File: src/rtl/instr_pkg.sv
// rtl/instr_pkg.sv - opcode, ALU-op and FSM state definitions for the instruction sequencer
package instr_pkg;

    localparam logic [1:0] OP_MOV  = 2'b00;
    localparam logic [1:0] OP_ADD  = 2'b01;
    localparam logic [1:0] OP_JMP  = 2'b10;
    localparam logic [1:0] OP_HALT = 2'b11;

    localparam logic [1:0] ALU_PASS = 2'b00;
    localparam logic [1:0] ALU_ADD  = 2'b01;

    typedef enum logic [2:0] {
        ST_IDLE,
        ST_FETCH,
        ST_DECODE,
        ST_EXECUTE,
        ST_HALT
    } state_e;

endpackage

File: src/rtl/instr_decoder.sv
// rtl/instr_decoder.sv - combinational split of the instruction register into flags and fields
module instr_decoder
    import instr_pkg::*;
(
    input  logic [7:0] ir_i,
    output logic       is_mov_o,
    output logic       is_add_o,
    output logic       is_jmp_o,
    output logic       is_halt_o,
    output logic [2:0] rd_o,
    output logic [2:0] rs_o,
    output logic [5:0] offset_o,
    output logic [1:0] alu_op_o
);

    logic [1:0] opcode;

    assign opcode    = ir_i[7:6];
    assign is_mov_o  = (opcode == OP_MOV);
    assign is_add_o  = (opcode == OP_ADD);
    assign is_jmp_o  = (opcode == OP_JMP);
    assign is_halt_o = (opcode == OP_HALT);
    assign rd_o      = ir_i[5:3];
    assign rs_o      = ir_i[2:0];
    assign offset_o  = ir_i[5:0];
    assign alu_op_o  = (opcode == OP_ADD) ? ALU_ADD : ALU_PASS;

endmodule

File: src/rtl/instruction_sequencer.sv
// rtl/instruction_sequencer.sv - FETCH/DECODE/EXECUTE control FSM with run/step/halt and retire counter
module instruction_sequencer
    import instr_pkg::*;
#(
    parameter int COUNT_W   = 16,
    parameter bit START_RUN = 1'b0
) (
    input  logic               clk,
    input  logic               reset,
    input  logic               run,
    input  logic               step,
    input  logic [7:0]         instr,
    output logic               pc_en,
    output logic               mux_jump,
    output logic [5:0]         jump_adress,
    output logic               reg_write,
    output logic [2:0]         reg_dst,
    output logic [2:0]         reg_src,
    output logic [1:0]         alu_op,
    output logic               busy,
    output logic               halted,
    output logic [COUNT_W-1:0] instr_count
);

    state_e             state_q, state_d;
    logic [7:0]         ir_q, ir_d;
    logic [2:0]         reg_dst_q, reg_dst_d;
    logic [2:0]         reg_src_q, reg_src_d;
    logic [1:0]         alu_op_q, alu_op_d;
    logic [5:0]         jump_q, jump_d;
    logic [COUNT_W-1:0] count_q, count_d;
    logic               run_latch_q, run_latch_d;
    logic               run_eff;

    logic       dec_mov, dec_add, dec_jmp, dec_halt;
    logic [2:0] dec_rd, dec_rs;
    logic [5:0] dec_offset;
    logic [1:0] dec_alu_op;

    instr_decoder u_decoder (
        .ir_i      (ir_q),
        .is_mov_o  (dec_mov),
        .is_add_o  (dec_add),
        .is_jmp_o  (dec_jmp),
        .is_halt_o (dec_halt),
        .rd_o      (dec_rd),
        .rs_o      (dec_rs),
        .offset_o  (dec_offset),
        .alu_op_o  (dec_alu_op)
    );

    // The latch only ever clears, so START_RUN=1 acts as an implicit run until run is first seen low.
    assign run_eff = run | run_latch_q;

    always_comb begin
        state_d     = state_q;
        ir_d        = ir_q;
        reg_dst_d   = reg_dst_q;
        reg_src_d   = reg_src_q;
        alu_op_d    = alu_op_q;
        jump_d      = jump_q;
        count_d     = count_q;
        run_latch_d = run_latch_q & run;
        case (state_q)
            ST_IDLE: begin
                if (run_eff || step) state_d = ST_FETCH;
            end
            ST_FETCH: begin
                ir_d    = instr;
                state_d = ST_DECODE;
            end
            ST_DECODE: begin
                reg_dst_d = dec_rd;
                reg_src_d = dec_rs;
                alu_op_d  = dec_alu_op;
                jump_d    = dec_offset;
                if (dec_halt) begin
                    state_d = ST_HALT;
                end else begin
                    state_d = ST_EXECUTE;
                    // Counted on entry so the count is already updated during the EXECUTE strobe.
                    if (count_q != {COUNT_W{1'b1}})
                        count_d = count_q + {{(COUNT_W-1){1'b0}}, 1'b1};
                end
            end
            ST_EXECUTE: begin
                state_d = run_eff ? ST_FETCH : ST_IDLE;
            end
            ST_HALT: begin
                state_d = ST_HALT;
            end
            default: begin
                state_d = ST_IDLE;
            end
        endcase
    end

    always_ff @(posedge clk or posedge reset) begin
        if (reset) begin
            state_q     <= ST_IDLE;
            ir_q        <= '0;
            reg_dst_q   <= '0;
            reg_src_q   <= '0;
            alu_op_q    <= '0;
            jump_q      <= '0;
            count_q     <= '0;
            run_latch_q <= START_RUN;
        end else begin
            state_q     <= state_d;
            ir_q        <= ir_d;
            reg_dst_q   <= reg_dst_d;
            reg_src_q   <= reg_src_d;
            alu_op_q    <= alu_op_d;
            jump_q      <= jump_d;
            count_q     <= count_d;
            run_latch_q <= run_latch_d;
        end
    end

    assign pc_en       = (state_q == ST_EXECUTE);
    assign mux_jump    = (state_q == ST_EXECUTE) && dec_jmp;
    assign reg_write   = (state_q == ST_EXECUTE) && (dec_mov || dec_add);
    assign busy        = (state_q == ST_FETCH) || (state_q == ST_DECODE) || (state_q == ST_EXECUTE);
    assign halted      = (state_q == ST_HALT);
    assign jump_adress = jump_q;
    assign reg_dst     = reg_dst_q;
    assign reg_src     = reg_src_q;
    assign alu_op      = alu_op_q;
    assign instr_count = count_q;

endmodule

File: config.mk
export PLATFORM = sky130hd
export DESIGN_NAME = instruction_sequencer
export DESIGN_NICKNAME = d
export VERILOG_FILES = /design/src/rtl/instr_pkg.sv /design/src/rtl/instr_decoder.sv /design/src/rtl/instruction_sequencer.sv
export SDC_FILE = /design/constraint.sdc
export NUM_CORES = 1
export LEC_CHECK = 0
export ABC_AREA = 0
export CAP_MARGIN = 5
export CORE_ASPECT_RATIO = 0.6
export CORE_UTILIZATION = 42
export DETAILED_ROUTE_END_ITERATION = 10
export PLACE_DENSITY = 0.83
export SLEW_MARGIN = 20
export SYNTH_ARGS = -nofsm -noshare
export SYNTH_HDL_FRONTEND = slang
export SYNTH_SLANG_ARGS = --single-unit
File: constraint.sdc
create_clock -name clk -period 1.6 [get_ports clk]
set_input_delay 0.16 -clock clk [delete_from_list [all_inputs] [get_ports clk]]
set_output_delay 0.16 -clock clk [all_outputs]
set_load 0.02 [all_outputs]
==> summary.txt <==
Timing
  – Final Hold Fails: 0
  – RSZ-0062 raised after global routing: true
  – Period minus WS final: 1.61 ns
  – Hold Slack: 0.274 ns
  – Worst setup margin: -0.0115 ns
  – Fin crit share: 1.01
  – Final setup vio count: 1
  – Final slew viol count: 0
  – Max Freq: 621 MHz
  – Worst Skew: 0.00641 ns

Logic synthesis
  – Flops & latches, synth: 35
  – Cell taking the most area after synthesis: dfrtp_1
  – Synthesized area per cell: 12.0 um2
  – Count of cell types in the netlist: 34
  – Sequential cell area fraction in the yosys report: 0.526
  – Syn Inst Count: 139
  – Syn_nets: 152
  – Synth area leaders: dfrtp_1, mux2_2, xor2_1, buf_4, xnor2_1
  – Yosys warns: 0
  – Synth Cell Area: 0.00167 mm2
  – Yosys top cell area share: 0.526

Final layout
  – Nets@finish: 219
  – Final non-filler cell total: 254
  – Area occupied by multi-input gates: 795 um2
  – Design area: 0.00248 mm2
  – Core Util, Final: 0.667
  – Area delta synth->final: 49.1%
  – N_diodes: 0
  – Fill cells: 246
  – FF/Latch Area: 881 um2
  – Layout cell share with drive strength beyond 1: 0.353

Die
  – Die Wd: 83.3 um
  – Die H: 50.8 um
  – Rows: 17
  – Total Die Area: 0.00423 mm2
  – Starting Density: 0.447
  – Core area: 0.00372 mm2
  – I/O Pins: 47

Route
  – Vias post-DR: 1,366
  – DRC Markers: 0
  – Post-DRT Antenna Nets: 0
  – WL per Instance: 17.0 um
  – Drt total wl: 4.32 mm
  – Vias per cell: 5.38
  – Pre-antenna DRT Iters: 4
  – DR iter-0 viols: 134

Worst setup path
  – Startpoint types: flip-flop
  – Crit end category: flip-flop
  – Crit path kind: flip-flop to flip-flop
  – Critical path arrival: 1.82 ns
  – Critical Path RT: 1.81 ns
  – CP Max Fanout: 9

Clock network
  – CTS Root Cell: clkbuf_8
  – CTS tree: built
  – Hold_buf cts: 0
  – Insertion delay to the later sink of the worst-skew pair: 0.29 ns
  – TritonCTS sink count: 35
  – Setup bufs post-CTS: 0
  – Worst-path clk slew: 0.07 ns
  – Longest Clk Path Bufs: 2
  – Total CTS buffers: 5
  – CTS H-Tree Depth: 2

Power and ir drop
  – Flop pwr share: 0.340
  – Leakage power: 1.12 nW
  – Total power: 4.25 mW
  – Max VDD drop: 0.937 mV
  – Clk pwr share: 0.165
  – Int Pwr: 2.69 mW
  – Net Switching: 1.56 mW
  – Switching Fraction: 0.368
  – Pwr Density: 1710 mW/mm2
  – Logic gate share of total power: 0.495

Placed design
  – HPWL Detailed: 2.96 mm
  – # placed instances: 246
  – Area after DPL: 0.00230 mm2
  – PortBufs: 45
  – RD Place Congestion: 0.843

Global routing
  – Largest net degree at the start of global routing: 36
  – Antenna violations before repair: 0
  – Total gr overflow: 0
  – Vias in the first global route: 1,387
  – GRT Total Usage: 0.210
  – First-pass GRT wire length: 6.67 mm

Run status
  – Failing checks: setup timing
  – Status: finished, violations left

Worst hold path
  – Hold crit path type: primary input to asynchronous set/reset pin

Flow run
  – Max-cap viol count: 0
==> layout make-up <==
cell class | instances | area share
timing repair buffer | 70 | 0.255
inverter | 4 | 0.00605
tap | 47 | 0.0237
multi-input combinational | 90 | 0.320
sequential | 35 | 0.355
clock buffer | 8 | 0.0403
==> power by group through the flow <==
| stage | clock network, mW | logic, mW | registers, mW |
|---|---|---|---|
| after floorplan | 0 | 1.02 | 1.62 |
| final | 0.701 | 2.11 | 1.44 |
| after CTS | 0.709 | 2.09 | 1.44 |
| after detailed placement | 0 | 2.06 | 1.45 |
| after global placement | 0 | 2.01 | 1.41 |
| after global routing | 0.745 | 2.22 | 1.49 |
==> logic make-up after synthesis <==
logic type / after synthesis / synth area share
fa+ha+maj: 1 / 0.00751
xor+xnor: 14 / 0.0736
flops: 35 / 0.526
compound gates: 12 / 0.0526
mux: 15 / 0.101
simple gates: 47 / 0.184
buf+inv: 14 / 0.0526
other cells: 1 / 0.00225
==> worst max-delay path, stage by stage (launching register included) <==
cell and delay [ns]:
dfrtp_1 0.40, and4_2 0.34, nand4_4 0.25, nor4_4 0.37, xor2_1 0.17
==> metrics by stage <==
step / setup TNS, ns / setup slack, ns
floorplan: -0.136 / -0.136
global route: -0.834 / -0.111
global placement: 0 / 0.000833
CTS: -0.0294 / -0.0187
detailed placement: -0.0406 / -0.0275
finish: -0.0115 / -0.0115
==> per-layer routing <==
metal  part of all wire  GRT usage  up-vias
met5                  0          0        -
met4              0.028      0.112        0
met3              0.049     0.0477       15
met2               0.47      0.327       48
met1               0.45      0.276      683
li1                   -          -      620
==> Yosys cell counts <==
cell type / number
a311oi_1: 1
nor4_2: 1
and3_2: 2
mux2_2: 14
buf_4: 9
nor2_1: 4
nor3_1: 5
or3_4: 1
o211ai_1: 4
xor2_1: 9
or2_2: 1
xnor2_1: 5
nand3b_1: 2
o21ai_0: 1
inv_1: 4
and2_1: 3
nor4_1: 5
nor3b_4: 1
nand3_1: 4
dfrtp_1: 35
nand4_1: 4
a31oi_1: 3
nand2_1: 9
nor3b_1: 1
and4_1: 2
buf_2: 1
nand4_4: 1
mux2_1: 1
o31ai_1: 1
conb_1: 1
ha_1: 1
a31o_2: 1
nor3b_2: 1
o21ai_2: 1
==> worst paths after layout <==
kind	startpoint	endpoint	slack, ns	cells past startpoint
max	instr_count[5]	instr_count[14]	-0.01	4
min	reset	ir_q[1]	0.27	3
max reg2reg	instr_count[5]	instr_count[14]	-0.01	4
min reg2reg	ir_q[1]	ir_q[1]	0.50	1
max in group asynchronous	reset	state_q[0]	0.99	3
min in group clk	instr[3]	ir_q[3]	0.48	2
==> registers in the layout (all words and copies together) (netlist names) <==
name / flops
alu_op: 1
instr_count: 16
ir_q: 8
jump_adress: 1
reg_dst: 3
reg_src: 2
run_latch_q: 1
state_q: 3
==> placed cells by master (no fill, tap or decap), types with 5 or more instances in the layout <==
| cell | count |
|---|---|
| xnor2_1 | 5 |
| dfrtp_1 | 31 |
| clkdlybuf4s50_1 | 38 |
| buf_4 | 24 |
| mux2_2 | 14 |
| xor2_1 | 9 |
| nand2_1 | 9 |
| clkbuf_8 | 7 |
==> what timing repair did <==
| action | CTS | global route |
|---|---|---|
| pin swaps | 0 | 1 |
| resized for setup | 13 | 18 |
| endpoints found under the setup margin | 7 | 19 |
(Power assumes the default switching activity.)
